<file path="src/rtl/button_deb_multi.sv">
// N-channel button debouncer sharing one 1 ms prescaler.
// Each channel provides a debounced level, press/release/long-press pulses and a clearable toggle.
module button_deb_multi #(
  parameter int NB_BUTTONS      = 4,
  parameter int CLK_FREQ        = 95000,
  parameter int DEBOUNCE_PER_MS = 20,
  parameter int LONG_PRESS_MS   = 1000,
  parameter bit ACTIVE_LOW      = 1'b0
) (
  input  logic                  clk,
  input  logic                  rst,
  input  logic [NB_BUTTONS-1:0] button_in,
  input  logic [NB_BUTTONS-1:0] toggle_clr,
  output logic [NB_BUTTONS-1:0] btn_level,
  output logic [NB_BUTTONS-1:0] btn_press,
  output logic [NB_BUTTONS-1:0] btn_release,
  output logic [NB_BUTTONS-1:0] btn_long,
  output logic [NB_BUTTONS-1:0] btn_toggle
);

  localparam int PW = $clog2(CLK_FREQ);
  localparam int DW = $clog2(DEBOUNCE_PER_MS + 1);
  localparam int LW = $clog2(LONG_PRESS_MS + 1);

  localparam logic [PW-1:0] P_LAST = PW'(CLK_FREQ - 1);
  localparam logic [DW-1:0] D_LAST = DW'(DEBOUNCE_PER_MS - 1);
  localparam logic [LW-1:0] L_MAX  = LW'(LONG_PRESS_MS);

  logic [PW-1:0]         r_pcnt;
  logic                  w_tick;
  logic [NB_BUTTONS-1:0] r_s1;
  logic [NB_BUTTONS-1:0] r_s2;

  assign w_tick = (r_pcnt == P_LAST);

  // NOTE: clocked blocks use non-blocking (<=) so every register samples pre-edge values.
  always_ff @(posedge clk) begin
    if (rst) begin
      r_pcnt <= '0;
    end else if (w_tick) begin
      r_pcnt <= '0;
    end else begin
      r_pcnt <= r_pcnt + PW'(1);
    end
  end

  // Two-flop synchroniser; polarity is normalised so 1 always means pressed.
  always_ff @(posedge clk) begin
    if (rst) begin
      r_s1 <= '0;
      r_s2 <= '0;
    end else begin
      r_s1 <= button_in ^ {NB_BUTTONS{ACTIVE_LOW}};
      r_s2 <= r_s1;
    end
  end

  for (genvar g = 0; g < NB_BUTTONS; g++) begin : g_ch
    logic [DW-1:0] r_dcnt;
    logic [LW-1:0] r_lcnt;
    logic [LW-1:0] w_lcnt_inc;
    logic          r_level;
    logic          r_press;
    logic          r_release;
    logic          r_long;
    logic          r_toggle;

    assign w_lcnt_inc = r_lcnt + LW'(1);

    // Any cycle where the synchronised pin matches the level restarts the stable-time count.
    always_ff @(posedge clk) begin
      if (rst) begin
        r_dcnt    <= '0;
        r_level   <= 1'b0;
        r_press   <= 1'b0;
        r_release <= 1'b0;
      end else begin
        r_press   <= 1'b0;
        r_release <= 1'b0;
        if (r_s2[g] == r_level) begin
          r_dcnt <= '0;
        end else if (w_tick) begin
          if (r_dcnt == D_LAST) begin
            r_dcnt    <= '0;
            r_level   <= r_s2[g];
            r_press   <= r_s2[g];
            r_release <= ~r_s2[g];
          end else begin
            r_dcnt <= r_dcnt + DW'(1);
          end
        end
      end
    end

    // Hold counter saturates, so a single hold yields at most one long pulse.
    always_ff @(posedge clk) begin
      if (rst) begin
        r_lcnt <= '0;
        r_long <= 1'b0;
      end else begin
        r_long <= 1'b0;
        if (!r_level) begin
          r_lcnt <= '0;
        end else if (w_tick && (r_lcnt < L_MAX)) begin
          r_lcnt <= w_lcnt_inc;
          r_long <= (w_lcnt_inc == L_MAX);
        end
      end
    end

    // Clear wins over a press arriving in the same cycle.
    always_ff @(posedge clk) begin
      if (rst) begin
        r_toggle <= 1'b0;
      end else if (toggle_clr[g]) begin
        r_toggle <= 1'b0;
      end else if (r_press) begin
        r_toggle <= ~r_toggle;
      end
    end

    assign btn_level[g]   = r_level;
    assign btn_press[g]   = r_press;
    assign btn_release[g] = r_release;
    assign btn_long[g]    = r_long;
    assign btn_toggle[g]  = r_toggle;
  end : g_ch

endmodule

</file>
<file path="config.mk">
export PLATFORM = sky130hd
export DESIGN_NAME = button_deb_multi
export DESIGN_NICKNAME = d
export VERILOG_FILES = /design/src/rtl/button_deb_multi.sv
export SDC_FILE = /design/constraint.sdc
export NUM_CORES = 1
export LEC_CHECK = 0
export ABC_AREA = 0
export BUFFER_PORTS_ARGS = -buffer_cell sky130_fd_sc_hd__buf_4
export CORE_ASPECT_RATIO = 0.9
export CORE_MARGIN = 2
export CORE_UTILIZATION = 65
export DETAILED_ROUTE_END_ITERATION = 8
export PLACE_DENSITY = 0.84
export SLEW_MARGIN = 5
export SYNTH_ARGS = -nofsm -noshare
export SYNTH_HDL_FRONTEND = slang
export SYNTH_SLANG_ARGS = --single-unit
</file>
<file path="constraint.sdc">
create_clock -name clk -period 3.3 [get_ports clk]
set_clock_uncertainty 0.05 [all_clocks]
set_input_delay 0.165 -clock clk [delete_from_list [all_inputs] [get_ports clk]]
set_output_delay 0.165 -clock clk [all_outputs]
set_load 0.05 [all_outputs]
</file>
== After elaboration in Yosys (flattened, before gate mapping) ==
Cells that the tools add are included.

* Reductions and logical operators: 29
* Add/subtract/negate cells: 9
* Multiplexer cells: 4
* Bitwise operators: 25
* Equal/unequal tests: 13
* $lt $le $gt $ge: 4

{| class="wikitable"
|+ Operators by type and width
! operator !! count
|-
| adder 10 x 1 -> 10 bit, second input constant || 4
|-
| equality test 10 bit, second input constant || 4
|-
| < comparator 10 bit, second input constant || 4
|-
| OR reduction 2 bit || 13
|-
| NOT 1 bit || 25
|-
| adder 5 x 1 -> 5 bit, second input constant || 4
|-
| equality test 5 bit, second input constant || 4
|-
| 2-to-1 mux 5 bit || 4
|-
| adder 17 x 1 -> 17 bit, second input constant || 1
|-
| equality test 17 bit, second input constant || 1
|-
| OR reduction 4 bit || 4
|-
| AND reduction 3 bit || 4
|-
| OR reduction 3 bit || 4
|-
| equality test 1 bit || 4
|-
| logical AND 1 bit || 4
|}

* Output and inout bits: 20
* Word-level logic and storage cells: 115
* Bits of input ports: 10
* Bits in registers: 105

== Longest topological paths before layout ==
Gate-level depths: netlist of the first run.

* Word-level depth: 4
* Depth in mapped cells: 8
* Mapped depth without buffers: 6

== Worst setup path after synthesis of the first run ==
No wires, ideal clock.

* Path type: flip-flop to flip-flop
* From: register r_pcnt[0]
* To: register r_pcnt[10]
* Cell stages (with the launch flop): 8
* Data required time: 3122 ps
* Library setup time: 128 ps
* Data arrival time: 1663 ps
* Path slack: 1459 ps
* Path buffers: 2
* Path through: dfxtp_1 ha_1 and4bb_2 nand4_2 nand2b_1 clkbuf_1 clkbuf_1 nor2_1

* Cells in the longest elaborated chain, start to end: 2
* Elaborated cells on any way between the ends: 3

{| class="wikitable"
|+ Ends and longest elaborated chain
! item !! line !! source
|-
| from (decl) || 29 || <nowiki>logic [PW-1:0] r_pcnt;</nowiki>
|-
| from (signal assigned) || 43 || <nowiki>r_pcnt <= r_pcnt + PW'(1);</nowiki>
|-
| branches (longest 2 deep; another with adder 17 x 1 -> 17 bit) || -- ||
|}

Several ways; the timed one is not identified.
A chain may end at the register's enable or synchronous reset.

== Worst setup path in the final report of the first run ==
* From: register r_pcnt[0]
* To: register g_ch[0].r_dcnt[2]

* Cells in the longest elaborated chain, start to end: 1

{| class="wikitable"
|+ Ends and longest elaborated chain
! item !! line !! source
|-
| equality test 17 bit || 34 || <nowiki>assign w_tick = (r_pcnt == P_LAST);</nowiki>
|-
| to (signal assigned) || 89 || <nowiki>r_dcnt <= r_dcnt + DW'(1);</nowiki>
|-
| to (decl) || 59 || <nowiki>logic [DW-1:0] r_dcnt;</nowiki>
|}

No other way between the ends.

==> results of run 1 <==
report_power, final:
part           internal [mW]  switching [mW]
Combinational         0.0220          0.0176
Clock                  0.421           0.413
Sequential              1.27         0.00640
Total                   1.72           0.437
logic make-up (layout without fill, tap and decap cells):
kind of cell / after synthesis / after routing
simple gates: 281 / 281
flops: 105 / 105
xor+xnor: 60 / 60
compound gates: 51 / 51
buf+inv: 44 / 63
fa+ha+maj: 10 / 10
mux: 5 / 5
per-stage QoR:
step | hold slack [ns] | cell area, µm² | total power [mW] | worst slack [ns] | cells
floorplan | 0.192 | 4840 | 1.33 | 1.46 | 556
global placement | 0.276 | 4990 | 1.34 | 1.03 | 646
detailed placement | 0.283 | 4990 | 1.34 | 0.925 | 646
CTS | 0.0908 | 5280 | 2.17 | 0.896 | 668
global route | 0.0954 | 5280 | 2.22 | 0.722 | 668
finish | 0.101 | 5280 | 2.15 | 0.894 | 668
cell type report:
cell class | instances | area (µm²) | area share (%)
repair buffers | 41 | 340 | 6.45
well taps | 93 | 116 | 2.21
flip-flops and latches | 105 | 2100 | 39.8
multi-input cells | 407 | 2480 | 47.0
clock inverters | 5 | 81.3 | 1.54
inverters | 8 | 30.0 | 0.569
clock buffers | 9 | 124 | 2.35
synthesized netlist by cell type (6+ instances only):
| cell type | n | share of area [%] |
|---|---|---|
| clkbuf_1 | 10 | 0.78 |
| nand2_1 | 39 | 3.0 |
| nor2b_1 | 9 | 1.2 |
| and3_1 | 13 | 1.7 |
| and4_1 | 6 | 1.1 |
| buf_4 | 21 | 3.3 |
| or3_1 | 11 | 1.4 |
| inv_1 | 8 | 0.62 |
| dfxtp_1 | 105 | 43 |
| o21ai_0 | 10 | 1.0 |
| nor3_1 | 25 | 2.6 |
| nor4_1 | 7 | 0.91 |
| nand4_1 | 18 | 2.3 |
| nand2b_1 | 14 | 1.8 |
| ha_1 | 10 | 2.6 |
| nand3_1 | 37 | 3.8 |
| nor2_1 | 73 | 5.7 |
| xor2_1 | 36 | 6.5 |
| and2_1 | 8 | 1.0 |
| a21oi_1 | 26 | 2.7 |
| xnor2_1 | 24 | 4.3 |
layer usage:
| layer | share of wire, % | vias up | wire length [µm] | global-route usage [%] |
|---|---|---|---|---|
| met5 | 0 | - | 0 | 0 |
| met4 | 0.83 | 0 | 76 | 6.46 |
| met3 | 4.7 | 8 | 427 | 5.80 |
| met2 | 49 | 94 | 4500 | 41.1 |
| met1 | 45 | 1817 | 4120 | 28.9 |
| li1 | - | 1942 | - | - |
what timing repair did:
item / CTS / global route
endpoints found under the hold margin: 8 / 0
hold buffers: 8 / 0
resized for setup: 0 / 0
endpoints found under the setup margin: 0 / 0
path summary, 6_finish.rpt:
path / end / slack, ns
worst max-delay path: g_ch[0].r_dcnt[2] / 0.89
worst min-delay path: r_s2[2] / 0.10
worst max register to register: g_ch[0].r_dcnt[2] / 0.89
worst min register to register: r_s2[1] / 0.40
registers in the layout, indices dropped and copies added (netlist names):
name,count
g_ch.r_level,4
g_ch.r_long,4
g_ch.r_dcnt,20
g_ch.r_lcnt,40
g_ch.r_release,4
r_s1,4
r_s2,4
r_pcnt,17
g_ch.r_toggle,4
g_ch.r_press,4
==> results.yml, run 1 <==
outcome:
  status: "complete, no violations"
final_layout:
  syn_to_final_growth_pct: 9.03
  nets: 592
  diodes: 0
  drive_gt1_share_pct: 9.57
  post-route-util_pct: 73.8
  final_cell_mix: "105 x dfxtp_1, 73 x nor2_1, 39 x nand2_1"
  final_common_cell: "dfxtp_1"
  n_fill_cell: 515
synth:
  ys_types: 47
  syn-num-nets: 576
  yosysWarnings: 0
  ys_seq_elements: 105
  synth_fa_ha_area_share_pct: 2.59
  synth.yosys.seq_area_share_pct: 43.4
  synth_top_family_by_area: "simple AND/OR/NAND/NOR gates"
  avgSynthCellArea_um2: 8.70
  synth-simple-area-share_pct: 30.8
  synth_mux_area_share_pct: 1.03
  synthArstFlopShare_pct: 0
  netlist_area_um2: 4840
  ys.flop_type: "dfxtp_1"
  synth-xor-area-share_pct: 10.9
  synth_compound_area_share_pct: 6.03
  netlist_instances: 556
  synth-edff-count: 0
setup_path:
  crit_cells: 7
  reg2reg_from: "r_pcnt[0]"
  cp-end-kind: "register"
  cp_num_buf_inv: 1
  critPathLaunchType: "register"
  path_cells: "ha_1, and4bb_2, and4_1, buf_12, nand2_1, or3_1, a21oi_1"
  critPathKind: "register to register"
  crit_start: "r_pcnt[0]"
  slowest_delay_ns: 0.53
  path_delay_family: "simple AND/OR/NAND/NOR gates"
  worstPathArrival_ns: 2.64
  worstPathRequired_ns: 3.54
  cp_max_fo: 22
  reg2reg_depth: 7
  cp_slowest_cell: "and4_1"
timing:
  min_period_over_period_pct: 72.9
  drv_slew: 0
  finalSetupViolCount: 0
  rsz0062_at_grt: "false"
  slew_headroom_pct: 37.4
  tightest_slew_ns: 0.932
  hold_viol: 0
  timing.setup.tns_ns: 0
  fmax_ghz: 0.416
  period_minus_slack_ns: 2.41
global_route:
  grt_overflow: 0
  grt_start_max_net_pins: 27
  grt_pass1_wl_um: 15600
  grt_usage_pct: 23.5
  antenna_found_initial: 0
  grt_pass1_vias: 3596
clocking:
  h-tree-depth: 3
  clockBufferDepth: 2
  clk_latency_ns: 0.36
  clkTransAtPathRegs_ns: 0.10
  root_buffer: "clkbuf_8"
  cts.sinks: 105
  post_cts_buffers: 0
  numCtsBuffers: 9
  cts_tree: "yes"
run:
  cap_viol_max_count: 0
power:
  power_per_cell_area_nw_per_um2: 408
  p_leak_nw: 1.79
  peakVddDrop_mv: 0.277
floorplanning:
  start_util_pct: 67.7
  core.rowCount: 29
  die_height_um: 85.9
  fp.dieW_um: 94.9
  design.die.area_um2: 8150
  io_pins: 30
  core_um2: 7150
place:
  portBuffers: 29
  gp_congestion: 0.883
  dp_hpwl_um: 6320
drt:
  routed_wl_um: 9120
  wire_per_inst_um: 13.7
  viasPerCell: 5.78
  drt-initial-drc-count: 215
  firstDrtPassIters: 5
  drcViolationCount: 0
  vias: 3861
  drtAntennaViolNets: 0
min_path:
  whs_path_depth: 2
  worst_hold_path_type: "input pin to register"
  min_from: "rst"
No activity file was read; power rests on OpenSTA's default activity.
==> inputs of run 2 (changes only) <==
--- a/config.mk
+++ b/config.mk
@@ -5,13 +5,13 @@
 export SDC_FILE = /design/constraint.sdc
 export NUM_CORES = 1
 export LEC_CHECK = 0
-export ABC_AREA = 0
+export ABC_AREA = 1
 export BUFFER_PORTS_ARGS = -buffer_cell sky130_fd_sc_hd__buf_4
 export CORE_ASPECT_RATIO = 0.9
 export CORE_MARGIN = 2
-export CORE_UTILIZATION = 65
+export CORE_UTILIZATION = 61
 export DETAILED_ROUTE_END_ITERATION = 8
-export PLACE_DENSITY = 0.84
+export PLACE_DENSITY = 0.8
 export SLEW_MARGIN = 5
 export SYNTH_ARGS = -nofsm -noshare
 export SYNTH_HDL_FRONTEND = slang
==> constraint.sdc (replaced) <==
create_clock -name clk -period 2.4 [get_ports clk]
set_clock_uncertainty 0.05 [all_clocks]
set_input_delay 0.12 -clock clk [delete_from_list [all_inputs] [get_ports clk]]
set_output_delay 0.12 -clock clk [all_outputs]
set_load 0.05 [all_outputs]
==> run 2 against run 1 <==
Effect of this change: sequential power up 37%; register-to-register slack worse by 0.47 ns; design area up 12%; global-route usage up 1.8 points; sequential cell count unchanged; worst setup slack worse by 0.47 ns; combinational power up 53%; sequential share of layout area down 4.1 points; largest power group unchanged.
==> results.yml, run 2 <==
outcome:
  status: "complete, no violations"
timing:
  setup_ws_ns: 0.426
  period_minus_slack_ns: 1.97
  drv_slew: 0
  fmax_ghz: 0.506
  rsz0062_at_grt: "false"
  slew_headroom_pct: 55.0
  hold_viol: 0
  finalSetupViolCount: 0
  timing.setup.tns_ns: 0
  min_period_over_period_pct: 82.3
  tightest_slew_ns: 0.668
drt:
  vias: 4871
  drt-initial-drc-count: 296
  viasPerCell: 5.21
  routed_wl_um: 11300
  drcViolationCount: 0
  drtAntennaViolNets: 0
  firstDrtPassIters: 5
  wire_per_inst_um: 12.1
power:
  p_leak_nw: 2.33
  power_per_cell_area_nw_per_um2: 484
  pwr-share-seq_pct: 61.7
  clockPowerShare_pct: 36.2
  p_int_mw: 2.20
  comb_power_share_pct: 2.1
  p_sw_uw: 650
  switching_share_pct: 22.8
  peakVddDrop_mv: 0.434
global_route:
  grt_overflow: 0
  grt_pass1_vias: 4655
  antenna_found_initial: 0
  grt_pass1_wl_um: 19700
  grt_usage_pct: 25.4
  grt_start_max_net_pins: 19
clocking:
  cts_resized: 0
  h-tree-depth: 3
  root_buffer: "clkbuf_8"
  clkTransAtPathRegs_ns: 0.10
  cts_tree: "yes"
  clk_latency_ns: 0.37
  cts.sinks: 105
  clockBufferDepth: 2
  numCtsBuffers: 9
final_layout:
  largest_register: "g_ch.r_lcnt"
  nets: 831
  largestRegisters: "g_ch.r_lcnt x40, g_ch.r_dcnt x20, r_pcnt x17"
  final_common_cell: "nand2_1"
  drive_gt1_share_pct: 10.7
  syn_to_final_growth_pct: 8.39
  final_cell_mix: "150 x nand2_1, 147 x nor2_1, 105 x dfxtp_1"
  diodes: 0
  largest_reg_flops: 40
floorplanning:
  core.rowCount: 32
  core_um2: 8610
  die_height_um: 93.5
  fp.dieW_um: 103
  design.die.area_um2: 9670
  io_pins: 30
  start_util_pct: 63.0
setup_path:
  crit_path_frequent_cell: "nand2_2"
  critPathLaunchType: "register"
  worstPathRequired_ns: 2.64
  cp_slowest_cell: "dfxtp_1"
  cp_max_fo: 11
  slowest_delay_ns: 0.37
  cp-end-kind: "register"
  worstPathArrival_ns: 2.21
  critPathKind: "register to register"
  path_cells: "ha_1, nand2_2, inv_2, nand2_4, nor2_8, nand2_2, nor2_1, inv_1, nor3b_1"
synth:
  netlist_area_um2: 5430
  synthTopCellsByArea: "dfxtp_1 39%, nand2_1 10%, nor2_1 10%"
  yosysWarnings: 0
  syn-num-nets: 809
  netlist_instances: 789
  yosys.area.top_type_share_pct: 38.7
  ys.flop_type: "dfxtp_1"
  ys_types: 37
  synth.yosys.seq_area_share_pct: 38.7
  synthArstFlopShare_pct: 0
  synth_most_common_cell: "nand2_1"
  ys_seq_elements: 105
  synthTopCellsByCount: "150 x nand2_1, 147 x nor2_1, 105 x dfxtp_1"
  yosys.area.top_type: "dfxtp_1"
  avgSynthCellArea_um2: 6.88
  synth-edff-count: 0
min_path:
  worst_hold_path_type: "input pin to register"
place:
  portBuffers: 29
  gp_congestion: 0.919
  dp_hpwl_um: 8070
  place_ws_ns: 0.453
run:
  cap_viol_max_count: 0
## run 2: changes by cell type after synthesis, sizes merged, moves of 14 or more
cell | before | now
xnor2 | 24 | 5
xor2 | 36 | 20
nand3 | 38 | 65
o21ai | 10 | 39
nand2 | 39 | 158
inv | 8 | 101
a21oi | 26 | 42
nor2 | 73 | 163
nand2b | 14 | 0
## run 2: repair_timing
| action | 4_1_cts | 5_1_grt |
|---|---|---|
| setup buffers | 0 | 0 |
| hold buffers | 8 | 0 |
| hold endpoints to repair | 8 | 0 |
## run 2: kinds of logic after synthesis
logic type	Yosys count	synth area share, %
buf+inv	132	10.8
xor+xnor	25	4.04
flops	105	38.7
simple gates	429	35.6
compound gates	88	8.46
fa+ha+maj	10	2.31
## run 2: power by group through the flow
stage | clock network (mW) | logic (mW) | registers [mW]
final | 1.03 | 0.0606 | 1.76
after global routing | 1.13 | 0.0673 | 1.76
after CTS | 1.06 | 0.0595 | 1.76
after detailed placement | 0 | 0.0489 | 1.80
after global placement | 0 | 0.0483 | 1.80
after floorplan | 0 | 0.0318 | 1.80
## run 2: area by class of cell
class | instances | area [µm²]
Fill cell | 746 | 2730
Tap cell | 119 | 149
Multi-Input combinational cell | 552 | 2740
Clock buffer | 12 | 145
Clock inverter | 4 | 35.0
Timing Repair Buffer | 42 | 335
Sequential cell | 105 | 2100
Inverter | 101 | 379
## run 2: critical path, delay by kind of cell, from the launching register on
family | cells | cell delay (ns)
buffers and inverters | 2 | 0.17
AND/OR/NAND/NOR | 6 | 1.05
flip-flops | 1 | 0.37
adder cells (fa/ha/maj) | 1 | 0.26
## run 2: final timing paths
| check | from | cells after the start | endpoint | slack [ns] |
|---|---|---|---|---|
| setup reg to reg | r_pcnt[0] | 9 | g_ch[1].r_press | 0.43 |
| setup / recovery | r_pcnt[0] | 9 | g_ch[1].r_press | 0.43 |
| hold / removal | rst | 2 | r_s1[3] | 0.04 |
| hold reg to reg | r_s1[0] | 2 | r_s2[0] | 0.36 |
## run 2: per-stage QoR
stage	hold WS, ns	total power, mW	instances	instance area [µm²]	util (%)
floorplan	0.146	1.83	789	5430	-
global placement	0.231	1.85	911	5620	65.3
detailed placement	0.234	1.85	911	5620	65.3
CTS	0.0207	2.88	935	5880	68.3
global route	0.0377	2.95	935	5880	68.3
finish	0.0375	2.85	935	5880	68.3
## run 2: metal layers
metal / share of wire (%) / track usage, % / wire [µm]
met4: 1.2 / 6.58 / 140
met3: 5.5 / 5.53 / 617
met2: 46 / 41.6 / 5150
met1: 48 / 33.7 / 5380
met5: 0 / 0 / 0
==> inputs of run 3 (changes only) <==
--- a/config.mk
+++ b/config.mk
@@ -9,9 +9,9 @@
 export BUFFER_PORTS_ARGS = -buffer_cell sky130_fd_sc_hd__buf_4
 export CORE_ASPECT_RATIO = 0.9
 export CORE_MARGIN = 2
-export CORE_UTILIZATION = 61
+export CORE_UTILIZATION = 55
 export DETAILED_ROUTE_END_ITERATION = 8
-export PLACE_DENSITY = 0.8
+export PLACE_DENSITY = 0.76
 export SLEW_MARGIN = 5
 export SYNTH_ARGS = -nofsm -noshare
 export SYNTH_HDL_FRONTEND = slang
==> constraint.sdc (replaced) <==
create_clock -name clk -period 1.7 [get_ports clk]
set_clock_uncertainty 0.05 [all_clocks]
set_input_delay 0.085 -clock clk [delete_from_list [all_inputs] [get_ports clk]]
set_output_delay 0.085 -clock clk [all_outputs]
set_load 0.05 [all_outputs]
==> run 3 against run 2 <==
Effect of this change: core utilization down 3.8 points; worst setup slack worse by 0.35 ns; clock power up 55%; critical path depth up 2; largest cell class unchanged; critical endpoint is now g_ch[2].r_lcnt[7]; highest routed layer unchanged; first-iteration DRC count decreased by 17%.
==> results.yml, run 3 (synthesis results as in run 2) <==
final_layout:
  largest_register: "g_ch.r_lcnt"
  final_cell_mix: "149 x nand2_1, 143 x nor2_1, 101 x dfxtp_1"
  seq_area_um2: 2110
  final_common_cell: "nand2_1"
  largest_reg_flops: 40
  drive_gt1_share_pct: 14.3
  post-route-util_pct: 64.5
  n_fill_cell: 880
  multiInputGateArea_um2: 2800
  diodes: 0
  largestRegisters: "g_ch.r_lcnt x40, g_ch.r_dcnt x20, r_pcnt x17"
  nets: 857
  syn_to_final_growth_pct: 14.3
timing:
  hold_slack_ns: 0.371
  timing.setup.tns_ns: 0
  slew_headroom_pct: 77.1
  rsz0062_at_grt: "true"
  finalSetupViolCount: 0
  period_minus_slack_ns: 1.62
  fmax_ghz: 0.616
  min_period_over_period_pct: 95.4
  tightest_slew_ns: 0.341
  hold_viol: 0
  drv_slew: 0
setup_path:
  path_cells: "ha_2, nand2_2, inv_2, nand2_4, nor2_8, nand2_4, buf_4, nor2_8, nand3_1, nand2_1, nor2_1"
  worstPathRequired_ns: 1.93
  crit_start: "r_pcnt[0]"
  slowest_delay_ns: 0.35
  reg2reg_from: "r_pcnt[0]"
  cp-end-kind: "register"
  critPathKind: "register to register"
  critPathLaunchType: "register"
  cp_max_fo: 9
  worstPathArrival_ns: 1.85
  cp_slowest_cell: "dfxtp_2"
clocking:
  cts_tree: "yes"
  clkTransAtPathRegs_ns: 0.11
  clk_latency_ns: 0.37
  root_buffer: "clkbuf_8"
  h-tree-depth: 3
  cts.sinks: 105
  clockBufferDepth: 2
  numCtsBuffers: 9
outcome:
  status: "complete, no violations"
power:
  p_leak_nw: 2.51
  power_per_cell_area_nw_per_um2: 676
  peakVddDrop_mv: 0.490
drt:
  drcViolationCount: 0
  viasPerCell: 5.12
  drt-initial-drc-count: 245
  wire_per_inst_um: 12.4
  routed_wl_um: 12000
  top_layer: "met4"
  vias: 4953
  met3_length_um: 435
  firstDrtPassIters: 5
  wl_met2_um: 5690
  drtAntennaViolNets: 0
  wl_met1_um: 5720
floorplanning:
  fp.dieW_um: 109
  core_um2: 9610
  die_height_um: 98.2
  design.die.area_um2: 10700
  start_util_pct: 56.4
  io_pins: 30
  core.rowCount: 34
global_route:
  grt_pass1_vias: 4583
  grt_pass1_wl_um: 20200
  grt_usage_pct: 23.2
  grt_start_max_net_pins: 19
  antenna_found_initial: 0
  grt_overflow: 0
place:
  portBuffers: 29
  gp_congestion: 0.864
  dp_hpwl_um: 8570
min_path:
  worst_hold_path_type: "register to register"
  min_from: "r_pcnt[0]"
run:
  cap_viol_max_count: 0
[run 3: changes by cell type in the layout (fill, tap and decap cells not counted), sizes merged]
cell	before	now
buf	34	53
dlygate4sd3	8	15
clkbuf	12	10
bufinv	0	1
clkinv	2	1
clkinvlp	0	1
inv	103	104
[run 3: worst paths after layout]
path	cells after the start	slack (ns)	endpoint
hold reg to reg	1	0.37	r_pcnt[0]
setup reg to reg	11	0.08	g_ch[2].r_lcnt[7]
setup / recovery	11	0.08	g_ch[2].r_lcnt[7]
hold / removal	1	0.37	r_pcnt[0]
[run 3: timing repair]
action | 4_1_cts | 5_1_grt
setup buffers | 0 | 1
gates cloned | 0 | 0
hold endpoints to repair | 11 | 0
gates resized for setup | 2 | 21
hold buffers | 15 | 0
setup endpoints to repair | 4 | 81
[run 3: final cells by class]
type / instances / area share [%]
well taps: 126 / 2.54
clock inverters: 6 / 1.17
multi-input cells: 552 / 45.1
inverters: 101 / 6.15
flip-flops and latches: 105 / 34.0
clock buffers: 10 / 2.06
repair buffers: 68 / 8.96
[run 3: critical path: cells and delay by family (launching register included)]
kind                       cells  cell delay (ns)
DFF                            1             0.35
and+or+nand+nor                8             0.71
adders and majority gates      1             0.18
buffers and inverters          2             0.23
[run 3: stage by stage]
stage	setup WS, ns	instances	power (mW)	area [µm²]
after floorplan	0.0947	789	2.58	5430
after CTS	-0.00794	967	4.21	6120
after global routing	-0.0663	968	4.32	6200
after global placement	0.00492	936	2.61	5770
after detailed placement	0.0168	936	2.62	5770
final	0.0774	968	4.19	6200
[run 3: layer usage]
layer,GRT usage (%),vias up
met2,38.8,99
met4,5.72,0
li1,-,2582
met5,0,-
met3,3.94,14
met1,31.1,2258
[run 3: power by group]
group,total [mW],switching (mW),internal (mW)
Sequential,2.49,0.0110,2.47
Clock,1.60,0.899,0.701
Combinational,0.105,0.0510,0.0537
Total,4.19,0.961,3.23
